`src/rtl/gate_list_config_if.sv`:
```
// Bundle between the management side, gate_list_config and the gate control list RAM port A.
interface gate_list_config_if #(
  parameter int unsigned ADDR_W = 10,
  parameter int unsigned DATA_W = 8
);
  logic              i_cfg_wr;
  logic              i_cfg_rd;
  logic [ADDR_W-1:0] iv_cfg_addr;
  logic [DATA_W-1:0] iv_cfg_wdata;
  logic [DATA_W-1:0] ov_cfg_rdata;
  logic              o_cfg_rdata_valid;
  logic              o_cfg_busy;
  logic              i_init_start;
  logic [DATA_W-1:0] iv_init_data;
  logic              o_init_done;
  logic [7:0]        ov_drop_cnt;
  logic [ADDR_W-1:0] ov_ram_addr;
  logic [DATA_W-1:0] ov_ram_wdata;
  logic              o_ram_wr;
  logic              o_ram_rd;
  logic [DATA_W-1:0] iv_ram_rdata;

  modport slave (
    input  i_cfg_wr, i_cfg_rd, iv_cfg_addr, iv_cfg_wdata, i_init_start, iv_init_data,
           iv_ram_rdata,
    output ov_cfg_rdata, o_cfg_rdata_valid, o_cfg_busy, o_init_done, ov_drop_cnt,
           ov_ram_addr, ov_ram_wdata, o_ram_wr, o_ram_rd
  );

  modport master (
    output i_cfg_wr, i_cfg_rd, iv_cfg_addr, iv_cfg_wdata, i_init_start, iv_init_data,
           iv_ram_rdata,
    input  ov_cfg_rdata, o_cfg_rdata_valid, o_cfg_busy, o_init_done, ov_drop_cnt,
           ov_ram_addr, ov_ram_wdata, o_ram_wr, o_ram_rd
  );
endinterface

```
`src/rtl/gate_list_config.sv`:
```
// Port-A writer for the gate control list RAM: single write, read-back and bulk init,
// with a saturating counter of requests that were ignored or lost to priority.
module gate_list_config #(
  parameter int unsigned ADDR_W         = 10,
  parameter int unsigned DATA_W         = 8,
  parameter int unsigned RAM_RD_LATENCY = 2
) (
  input logic               i_clk,
  input logic               i_rst_n,
  gate_list_config_if.slave bus
);

  localparam int unsigned WAIT_W = (RAM_RD_LATENCY > 2) ? $clog2(RAM_RD_LATENCY) : 1;
  localparam int unsigned DROP_W = 8;
  localparam logic [ADDR_W-1:0] LAST_ADDR = '1;

  typedef enum logic [2:0] {
    IDLE    = 3'd0,
    WR      = 3'd1,
    RD_REQ  = 3'd2,
    RD_WAIT = 3'd3,
    RD_DATA = 3'd4,
    INIT    = 3'd5
  } state_t;

  state_t              state, state_n;
  logic [WAIT_W-1:0]   wait_cnt, wait_n;
  logic [ADDR_W-1:0]   ram_addr, addr_n;
  logic [DATA_W-1:0]   ram_wdata, wdata_n;
  logic                ram_wr, wr_n;
  logic                ram_rd, rd_n;
  logic [DATA_W-1:0]   cfg_rdata, rdata_n;
  logic                rdata_valid, valid_n;
  logic                busy, busy_n;
  logic                init_done, done_n;
  logic [DROP_W-1:0]   drop_cnt, drop_n;
  logic [1:0]          req_cnt, drop_inc;
  logic [DROP_W:0]     drop_sum;

  // State and registered outputs
  always_ff @(posedge i_clk or negedge i_rst_n) begin
    if (!i_rst_n) begin
      state       <= IDLE;
      wait_cnt    <= '0;
      ram_addr    <= '0;
      ram_wdata   <= '0;
      ram_wr      <= 1'b0;
      ram_rd      <= 1'b0;
      cfg_rdata   <= '0;
      rdata_valid <= 1'b0;
      busy        <= 1'b0;
      init_done   <= 1'b0;
      drop_cnt    <= '0;
    end else begin
      state       <= state_n;
      wait_cnt    <= wait_n;
      ram_addr    <= addr_n;
      ram_wdata   <= wdata_n;
      ram_wr      <= wr_n;
      ram_rd      <= rd_n;
      cfg_rdata   <= rdata_n;
      rdata_valid <= valid_n;
      busy        <= busy_n;
      init_done   <= done_n;
      drop_cnt    <= drop_n;
    end
  end

  // Next state and next registered output values
  always_comb begin
    state_n = state;
    wait_n  = wait_cnt;
    addr_n  = ram_addr;
    wdata_n = ram_wdata;
    wr_n    = 1'b0;
    rd_n    = 1'b0;
    rdata_n = cfg_rdata;
    valid_n = 1'b0;
    done_n  = 1'b0;

    unique case (state)
      IDLE: begin
        if (bus.i_init_start) begin
          state_n = INIT;
          wr_n    = 1'b1;
          addr_n  = '0;
          wdata_n = bus.iv_init_data;
        end else if (bus.i_cfg_wr) begin
          state_n = WR;
          wr_n    = 1'b1;
          addr_n  = bus.iv_cfg_addr;
          wdata_n = bus.iv_cfg_wdata;
        end else if (bus.i_cfg_rd) begin
          state_n = RD_REQ;
          rd_n    = 1'b1;
          addr_n  = bus.iv_cfg_addr;
        end
      end
      WR: state_n = IDLE;
      RD_REQ: begin
        if (RAM_RD_LATENCY > 1) begin
          state_n = RD_WAIT;
          wait_n  = WAIT_W'(RAM_RD_LATENCY - 2);
        end else begin
          state_n = RD_DATA;
        end
      end
      RD_WAIT: begin
        if (wait_cnt == '0) state_n = RD_DATA;
        else                wait_n  = wait_cnt - WAIT_W'(1);
      end
      RD_DATA: begin
        state_n = IDLE;
        rdata_n = bus.iv_ram_rdata;
        valid_n = 1'b1;
      end
      INIT: begin
        // Stop after the top entry so the sweep never wraps into a second pass
        if (ram_addr == LAST_ADDR) begin
          state_n = IDLE;
          done_n  = 1'b1;
        end else begin
          wr_n   = 1'b1;
          addr_n = ram_addr + ADDR_W'(1);
        end
      end
      default: state_n = IDLE;
    endcase

    busy_n = (state_n != IDLE);
  end

  // In IDLE the winning request is not a drop; otherwise every request bit is
  always_comb begin
    req_cnt  = 2'(bus.i_cfg_wr) + 2'(bus.i_cfg_rd) + 2'(bus.i_init_start);
    drop_inc = ((state == IDLE) && (req_cnt != 2'd0)) ? (req_cnt - 2'd1) : req_cnt;
    drop_sum = (DROP_W+1)'(drop_cnt) + (DROP_W+1)'(drop_inc);
    drop_n   = drop_sum[DROP_W] ? '1 : drop_sum[DROP_W-1:0];
  end

  assign bus.ov_ram_addr       = ram_addr;
  assign bus.ov_ram_wdata      = ram_wdata;
  assign bus.o_ram_wr          = ram_wr;
  assign bus.o_ram_rd          = ram_rd;
  assign bus.ov_cfg_rdata      = cfg_rdata;
  assign bus.o_cfg_rdata_valid = rdata_valid;
  assign bus.o_cfg_busy        = busy;
  assign bus.o_init_done       = init_done;
  assign bus.ov_drop_cnt       = drop_cnt;

endmodule

```
`src/flat_wrapper.sv`:
```
// flat-port wrapper written by rule: the top's interface ports become plain ports
module gate_list_config_flat 
#(
  parameter int unsigned ADDR_W         = 10,
  parameter int unsigned DATA_W         = 8,
  parameter int unsigned RAM_RD_LATENCY = 2
)
  (i_clk, i_rst_n, bus_i_cfg_wr, bus_i_cfg_rd, bus_iv_cfg_addr, bus_iv_cfg_wdata, bus_i_init_start, bus_iv_init_data, bus_iv_ram_rdata, bus_ov_cfg_rdata, bus_o_cfg_rdata_valid, bus_o_cfg_busy, bus_o_init_done, bus_ov_drop_cnt, bus_ov_ram_addr, bus_ov_ram_wdata, bus_o_ram_wr, bus_o_ram_rd);
  gate_list_config_if #(.ADDR_W(ADDR_W), .DATA_W(DATA_W)) bus_i ();
  input logic i_clk;
  input logic i_rst_n;
  input wire logic [$bits(bus_i.i_cfg_wr)-1:0] bus_i_cfg_wr;
  input wire logic [$bits(bus_i.i_cfg_rd)-1:0] bus_i_cfg_rd;
  input wire logic [$bits(bus_i.iv_cfg_addr)-1:0] bus_iv_cfg_addr;
  input wire logic [$bits(bus_i.iv_cfg_wdata)-1:0] bus_iv_cfg_wdata;
  input wire logic [$bits(bus_i.i_init_start)-1:0] bus_i_init_start;
  input wire logic [$bits(bus_i.iv_init_data)-1:0] bus_iv_init_data;
  input wire logic [$bits(bus_i.iv_ram_rdata)-1:0] bus_iv_ram_rdata;
  output wire logic [$bits(bus_i.ov_cfg_rdata)-1:0] bus_ov_cfg_rdata;
  output wire logic [$bits(bus_i.o_cfg_rdata_valid)-1:0] bus_o_cfg_rdata_valid;
  output wire logic [$bits(bus_i.o_cfg_busy)-1:0] bus_o_cfg_busy;
  output wire logic [$bits(bus_i.o_init_done)-1:0] bus_o_init_done;
  output wire logic [$bits(bus_i.ov_drop_cnt)-1:0] bus_ov_drop_cnt;
  output wire logic [$bits(bus_i.ov_ram_addr)-1:0] bus_ov_ram_addr;
  output wire logic [$bits(bus_i.ov_ram_wdata)-1:0] bus_ov_ram_wdata;
  output wire logic [$bits(bus_i.o_ram_wr)-1:0] bus_o_ram_wr;
  output wire logic [$bits(bus_i.o_ram_rd)-1:0] bus_o_ram_rd;
  assign bus_i.i_cfg_wr = bus_i_cfg_wr;
  assign bus_i.i_cfg_rd = bus_i_cfg_rd;
  assign bus_i.iv_cfg_addr = bus_iv_cfg_addr;
  assign bus_i.iv_cfg_wdata = bus_iv_cfg_wdata;
  assign bus_i.i_init_start = bus_i_init_start;
  assign bus_i.iv_init_data = bus_iv_init_data;
  assign bus_i.iv_ram_rdata = bus_iv_ram_rdata;
  assign bus_ov_cfg_rdata = bus_i.ov_cfg_rdata;
  assign bus_o_cfg_rdata_valid = bus_i.o_cfg_rdata_valid;
  assign bus_o_cfg_busy = bus_i.o_cfg_busy;
  assign bus_o_init_done = bus_i.o_init_done;
  assign bus_ov_drop_cnt = bus_i.ov_drop_cnt;
  assign bus_ov_ram_addr = bus_i.ov_ram_addr;
  assign bus_ov_ram_wdata = bus_i.ov_ram_wdata;
  assign bus_o_ram_wr = bus_i.o_ram_wr;
  assign bus_o_ram_rd = bus_i.o_ram_rd;
  gate_list_config #(.ADDR_W(ADDR_W), .DATA_W(DATA_W), .RAM_RD_LATENCY(RAM_RD_LATENCY)) u_core (.i_clk(i_clk), .i_rst_n(i_rst_n), .bus(bus_i));
endmodule
```
`config.mk`:
```
export PLATFORM = sky130hd
export DESIGN_NAME = gate_list_config_flat
export DESIGN_NICKNAME = d
export VERILOG_FILES = /design/src/rtl/gate_list_config_if.sv /design/src/rtl/gate_list_config.sv /design/src/flat_wrapper.sv
export SDC_FILE = /design/constraint.sdc
export NUM_CORES = 1
export LEC_CHECK = 0
export BUFFER_PORTS_ARGS = -buffer_cell sky130_fd_sc_hd__buf_2
export CORE_UTILIZATION = 41
export CTS_BUF_LIST = sky130_fd_sc_hd__clkbuf_16
export CTS_CLUSTER_SIZE = 25
export DETAILED_ROUTE_END_ITERATION = 16
export MAX_ROUTING_LAYER = met4
export PLACE_DENSITY = 0.73
export SYNTH_ARGS = -nofsm -noshare
export SYNTH_HDL_FRONTEND = slang
export SYNTH_SLANG_ARGS = --single-unit
```
`constraint.sdc`:
```
create_clock -name i_clk -period 4.1 [get_ports i_clk]
set_input_delay 0.82 -clock i_clk [delete_from_list [all_inputs] [get_ports i_clk]]
set_output_delay 0.82 -clock i_clk [all_outputs]
set_load 0.1 [all_outputs]
```
==> flow_summary_export.csv, run 1 <==
group,metric,value,unit
logic_synthesis,synth_top_family_by_area,"simple AND/OR/NAND/NOR gates",
clock_network,cts.sinks,42,
route,detail-route-antenna-nets,0,
worst_setup_path,critPathKind,"in -> reg",
clock_network,cts_buffers,5,
clock_network,cts_setup_buffers,0,
timing,tns,0,ns
logic_synthesis,avgSynthCellArea,10.40,um^2
timing,slew_headroom,0.3722,
global_routing,grt_max_degree,43,
logic_synthesis,synthSimpleGateAreaFrac,0.1618,
timing,maxSlewViolCount,0,
route,vias,1860,
global_routing,grt_pass1_wl,7714,um
outcome,status,"complete, no violations",
cells_and_area,fill_cells,452,
logic_synthesis,synth_adder_area_share,0.04790,
floorplan,start_util,0.4390,
clock_network,clk_latency,0.28,ns
logic_synthesis,synth_top_area_cell,"dfrtp_1",
clock_network,cts_tree,"yes",
timing,finalCritPeriodShare,0.7624,
route,wl_per_cell,13.59,um
global_routing,grtUsageTotal,0.1870,
timing,min_period,3.126,ns
route,wl,4756,um
floorplan,ios,78,
timing,clock_skew,0.004241,ns
route,drc,0,
clock_network,htree_levels,2,
timing,setup_viol,0,
floorplan,die_h,74.28,um
cells_and_area,syn_to_final_growth,26.23,%
logic_synthesis,synth_area_leaders,"dfrtp_1, a21oi_1, mux2i_1",
flow_run,max-cap-violations,0,
timing,worst_slew_pin_slew,0.9417,ns
logic_synthesis,synth-xor-area-share,0.01636,
clock_network,clockBufferDepth,2,
timing,max_clock_freq,0.3199,GHz
logic_synthesis,ys_ff_latch,42,
global_routing,grt_pass1_vias,1728,
logic_synthesis,synthCells,206,
worst_setup_path,crit_path_start_kind,"primary input",
floorplan,die_area,0.005518,mm^2
clock_network,cts_root_buffer,"clkbuf_16",
worst_setup_path,cp_max_fo,15,
route,via_per_inst,5.314,
worst_setup_path,regToRegSetupSlack,1.59,ns
floorplan,placementRows,25,
route,dr.pass1.iters,6,
clock_network,clk_pin_slew_worst_paths,0.06,ns
global_routing,grt-ovfl-total,0,
hold_path,hold_class,"reg -> reg",
logic_synthesis,yosysWarnings,0,
logic_synthesis,syn_nets,252,
worst_setup_path,endpoint_kind,"register",
logic_synthesis,synth.top_cell.area_share,0.4907,
cells_and_area,final_nets,328,
worst_setup_path,cp.required,4.26,ns
logic_synthesis,seq_area_frac_synth,0.4907,
logic_synthesis,syn_area,0.002142,mm^2
floorplan,die_w,74.28,um
timing,rsz0062_at_grt,"false",
cells_and_area,diodes,0,
logic_synthesis,synth_cell_type_count,46,
placed_design,routabilityCongestion,0.8303,
clock_network,cts_resized,0,
clock_network,cts-hold-fix-buffers,0,
logic_synthesis,synth-compound-area-share,0.1589,
timing,finalHoldViolCount,0,
cells_and_area,layout-drive-gt1-share,0.3392,
global_routing,antenna_found_initial,0,
worst_setup_path,arrival,3.29,ns
logic_synthesis,synth_mux_area_frac,0.08411,
placed_design,port_buffers,77,
placed_design,dp_hpwl,3332,um
route,drt_iter0_drc,112,
floorplan,coreArea,0.004880,mm^2
-- metrics by stage --
stage	setup slack [ns]	area (um^2)	std cells	utilization	hold slack, ns
floorplan	1.086	2142	206	-	0.5051
global placement	0.7640	2562	342	0.5251	0.4833
detailed placement	0.6776	2562	342	0.5251	0.4904
CTS	0.9625	2704	350	0.5541	0.5042
global route	0.7439	2704	350	0.5541	0.5241
finish	0.9742	2704	350	0.5541	0.4968
-- final timing paths --
kind	from	to	cells past startpoint
max in group asynchronous	i_rst_n	u_core.bus.o_cfg_busy$_DFF_PN0_	1
hold / removal	u_core.bus.ov_cfg_rdata[5]$_DFFE_PN0P_	u_core.bus.ov_cfg_rdata[5]$_DFFE_PN0P_	1
setup / recovery	bus_i_init_start	u_core.bus.ov_drop_cnt[3]$_DFF_PN0_	11
setup reg to reg	u_core.state[1]$_DFF_PN0_	u_core.bus.ov_drop_cnt[3]$_DFF_PN0_	8
hold reg to reg	u_core.bus.ov_cfg_rdata[5]$_DFFE_PN0P_	u_core.bus.ov_cfg_rdata[5]$_DFFE_PN0P_	1
min in group asynchronous	i_rst_n	u_core.bus.ov_ram_addr[4]$_DFFE_PN0P_	1
-- worst max-delay path, stage by stage --
cell	delay (ns)
buf_2	0.22
fa_1	0.57
inv_1	0.06
ha_1	0.17
nor2_1	0.20
xnor2_1	0.11
ha_1	0.21
fa_1	0.42
and3_1	0.24
nand3_1	0.19
nand2_1	0.08
-- synthesized netlist by cell type, drive strengths merged --
cell type and number:
a41oi 1, buf 8, and3 3, o31ai 2, nand4 3, o31a 1, o21ai 10, and2 1
nor4 1, nor3 6, nor4b 1, a22o 2, xnor2 4, a21boi 1, clkinv 1, inv 7
clkbuf 1, o21a 2, nand3 8, nand2 12, fa 2, dfrtp 42, a41o 1, o41ai 1
mux2 8, nand3b 2, nor2b 2, and4 2, a21o 1, and3b 1, mux2i 9, nor2 17
o221a 1, ha 5, a21oi 20, a31oi 11, nor3b 1, o211ai 1, or3 1, nand2b 3
-- layout by cell type, fill, tap and decap left out, drive strengths merged, types with 6 or more instances in the layout --
cell type	n
inv	9
mux2	8
nand2	12
o21ai	10
dfrtp	42
a21oi	20
buf	78
nor2	17
mux2i	9
nand3	8
a31oi	11
nor3	6
-- per-layer routing --
layer  part of all wire  track usage  up-vias
li1                   -            -      905
met1               0.45       0.2371      872
met2               0.46       0.3030       79
met3              0.075      0.04472        4
met4             0.0080      0.04403        0
met5                  0            -        -
-- flip-flops by register name, summed over array words and instances, names as in the netlist --
| name | flops |
|---|---|
| u_core.bus.o_ram_wr | 1 |
| u_core.bus.o_init_done | 1 |
| u_core.bus.o_cfg_rdata_valid | 1 |
| u_core.bus.ov_cfg_rdata | 8 |
| u_core.bus.ov_ram_addr | 10 |
| u_core.bus.o_ram_rd | 1 |
| u_core.bus.o_cfg_busy | 1 |
| u_core.bus.ov_ram_wdata | 8 |
| u_core.state | 3 |
| u_core.bus.ov_drop_cnt | 8 |
-- cell families after synthesis --
family	Yosys count
mux	17
simple gates	64
xor+xnor	4
flops	42
buf+inv	17
compound gates	55
fa+ha+maj	7
-- final cells by class --
type,instances,area (um^2),share of cell area
Sequential cell,42,1051,0.3887
Multi-Input combinational cell,147,1005,0.3716
Timing Repair Buffer,78,392.9,0.1453
Clock buffer,5,125.1,0.04627
Tap cell,67,83.83,0.03100
Inverter,8,30.03,0.01111
Clock inverter,3,16.27,0.006016
Power of run 1 is left out: the tool's default activity adds up to more than one toggle a clock period on the data nets, which glitch-free logic cannot reach.
==> run 2: changes to the inputs <==
--- a/config.mk
+++ b/config.mk
@@ -11,7 +11,7 @@
 export CTS_CLUSTER_SIZE = 25
 export DETAILED_ROUTE_END_ITERATION = 16
 export MAX_ROUTING_LAYER = met4
-export PLACE_DENSITY = 0.73
+export PLACE_DENSITY = 0.76
 export SYNTH_ARGS = -nofsm -noshare
 export SYNTH_HDL_FRONTEND = slang
 export SYNTH_SLANG_ARGS = --single-unit
==> constraint.sdc (replaced) <==
create_clock -name i_clk -period 2.6 [get_ports i_clk]
set_input_delay 0.52 -clock i_clk [delete_from_list [all_inputs] [get_ports i_clk]]
set_output_delay 0.52 -clock i_clk [all_outputs]
set_load 0.1 [all_outputs]
==> flow_summary_export.csv, run 2 (synthesis gave the netlist of run 1 again) <==
group,metric,value,unit
worst_setup_path,critPathKind,"in -> reg",
floorplan,die_w,74.28,um
worst_setup_path,cp.required,2.76,ns
clock_network,cts_root_buffer,"clkbuf_16",
clock_network,htree_levels,2,
timing,worst_slew_pin_slew,0.4886,ns
cells_and_area,final_nets,340,
worst_setup_path,crit_path_cell_trace,"buf_2, fa_1, inv_1, ha_1, nor2_2, mux2i_2, buf_4, fa_2, and3_4, nand3_1, nor3_2, a21oi_1",
worst_setup_path,worst-path-buf-inv,3,
worst_setup_path,r2r_end,"u_core.bus.ov_drop_cnt[6]$_DFF_PN0_",
global_routing,grt_pass1_wl,7824,um
global_routing,grt_max_degree,18,
timing,whs,0.1015,ns
global_routing,antenna_found_initial,0,
timing,maxSlewViolCount,0,
placed_design,dp_hpwl,3557,um
worst_setup_path,max_stage_delay,0.52,ns
clock_network,cts_buffers,5,
route,wl,4867,um
clock_network,clk_pin_slew_worst_paths,0.05,ns
worst_setup_path,worstSetupEndpoint,"u_core.bus.ov_drop_cnt[6]$_DFF_PN0_",
global_routing,grtUsageTotal,0.1926,
route,highest_layer,"met4",
hold_path,hold_class,"in -> async",
cells_and_area,layout_common_cells,"buf_2, dfrtp_1, a21oi_1, nor2_1, buf_4",
clock_network,cts.sinks,42,
worst_setup_path,slowest_stage,"fa_1",
timing,setup_viol,0,
worst_setup_path,crit_start,"bus_i_init_start",
timing,clock_skew,0.003320,ns
route,wl_per_cell,13.48,um
route,wl_met2,2418,um
cells_and_area,diodes,0,
flow_run,max-cap-violations,0,
worst_setup_path,crit_path_start_kind,"primary input",
cells_and_area,layout-drive-gt1-share,0.3878,
timing,tns,0,ns
timing,rsz0062_at_grt,"true",
worst_setup_path,r2r_start,"u_core.state[1]$_DFF_PN0_",
clock_network,clockBufferDepth,2,
placed_design,routabilityCongestion,0.8550,
timing,min_period,2.492,ns
clock_network,clk_latency,0.27,ns
worst_setup_path,arrival,2.65,ns
route,via_per_inst,5.213,
clock_network,cts_tree,"yes",
floorplan,die_area,0.005518,mm^2
worst_setup_path,regToRegSetupSlack,0.25,ns
cells_and_area,layout_commonest_cell,"buf_2",
global_routing,grt_pass1_vias,1706,
cells_and_area,syn_to_final_growth,31.25,%
route,drt_iter0_drc,101,
floorplan,start_util,0.4390,
route,drc,0,
worst_setup_path,critical_path.top_delay_family,"adder cells",
outcome,status,"complete, no violations",
route,dr.pass1.iters,4,
worst_setup_path,cp_max_fo,4,
worst_setup_path,endpoint_kind,"register",
floorplan,ios,78,
timing,slew_headroom,0.6765,
route,vias,1882,
timing,max_clock_freq,0.4013,GHz
route,wl_met3,206,um
global_routing,grt-ovfl-total,0,
route,detail-route-antenna-nets,0,
worst_setup_path,rr_worst_depth,9,
cells_and_area,largest_register_ffs,10,
worst_setup_path,path_depth,12,
timing,finalHoldViolCount,0,
timing,finalCritPeriodShare,0.9585,
placed_design,port_buffers,77,
route,wl_met1,2178,um
floorplan,placementRows,25,
floorplan,die_h,74.28,um
floorplan,coreArea,0.004880,mm^2
cells_and_area,utilization,0.5762,
## run 2: cell count changes in the layout (fill, tap and decap cells not counted), sizes merged
cell,previous run,this run
clkinv,2,1
buf,78,90
## run 2: metal layers
layer  global-route usage  vias up
met4              0.07547        0
met2               0.3061       50
li1                     -      923
met3              0.03252        4
met1               0.2461      905
met5                    -        -
## run 2: layout make-up
type | count | area [um^2]
clock buffers | 5 | 125.1
clock inverters | 2 | 7.507
fillers | 444 | 2068
inverters | 8 | 30.03
multi-input cells | 147 | 1031
flip-flops and latches | 42 | 1051
well taps | 67 | 83.83
repair buffers | 90 | 483.0
## run 2: stage by stage
stage                     instances  setup slack, ns  area, um^2
final                           361           0.1079        2811
after global routing            361         -0.06824        2811
after CTS                       360          0.05044        2791
after detailed placement        353          -0.2102        2659
after global placement          353          -0.1388        2659
after floorplan                 206         0.004875        2156
## run 2: how the worst min path moves through the flow
stage | to | slack (ns) | cells past startpoint
floorplan | u_core.bus.o_cfg_busy$_DFF_PN0_ | 0.22 | 0
global placement | u_core.bus.ov_drop_cnt[7]$_DFF_PN0_ | 0.39 | 1
detailed placement | u_core.bus.ov_drop_cnt[4]$_DFF_PN0_ | 0.40 | 1
CTS | u_core.bus.ov_drop_cnt[7]$_DFF_PN0_ | 0.10 | 1
global route | u_core.bus.ov_drop_cnt[7]$_DFF_PN0_ | 0.11 | 1
finish | u_core.bus.ov_drop_cnt[7]$_DFF_PN0_ | 0.10 | 1
## run 2: worst register-to-register path, cell delays in order (launching register included)
cell	delay [ns]
dfrtp_1	0.47
or3_4	0.47
nor2_2	0.18
mux2i_2	0.25
buf_4	0.14
fa_2	0.23
and3_4	0.21
nand3_1	0.11
nor3_2	0.12
a21oi_1	0.05
## run 2: what timing repair did
action,4_1_cts,5_1_grt
resized for setup,0,3
setup buffers,0,1
setup endpoints to repair,0,7
hold buffers,0,0
Power of run 2 is left out for the same reason.
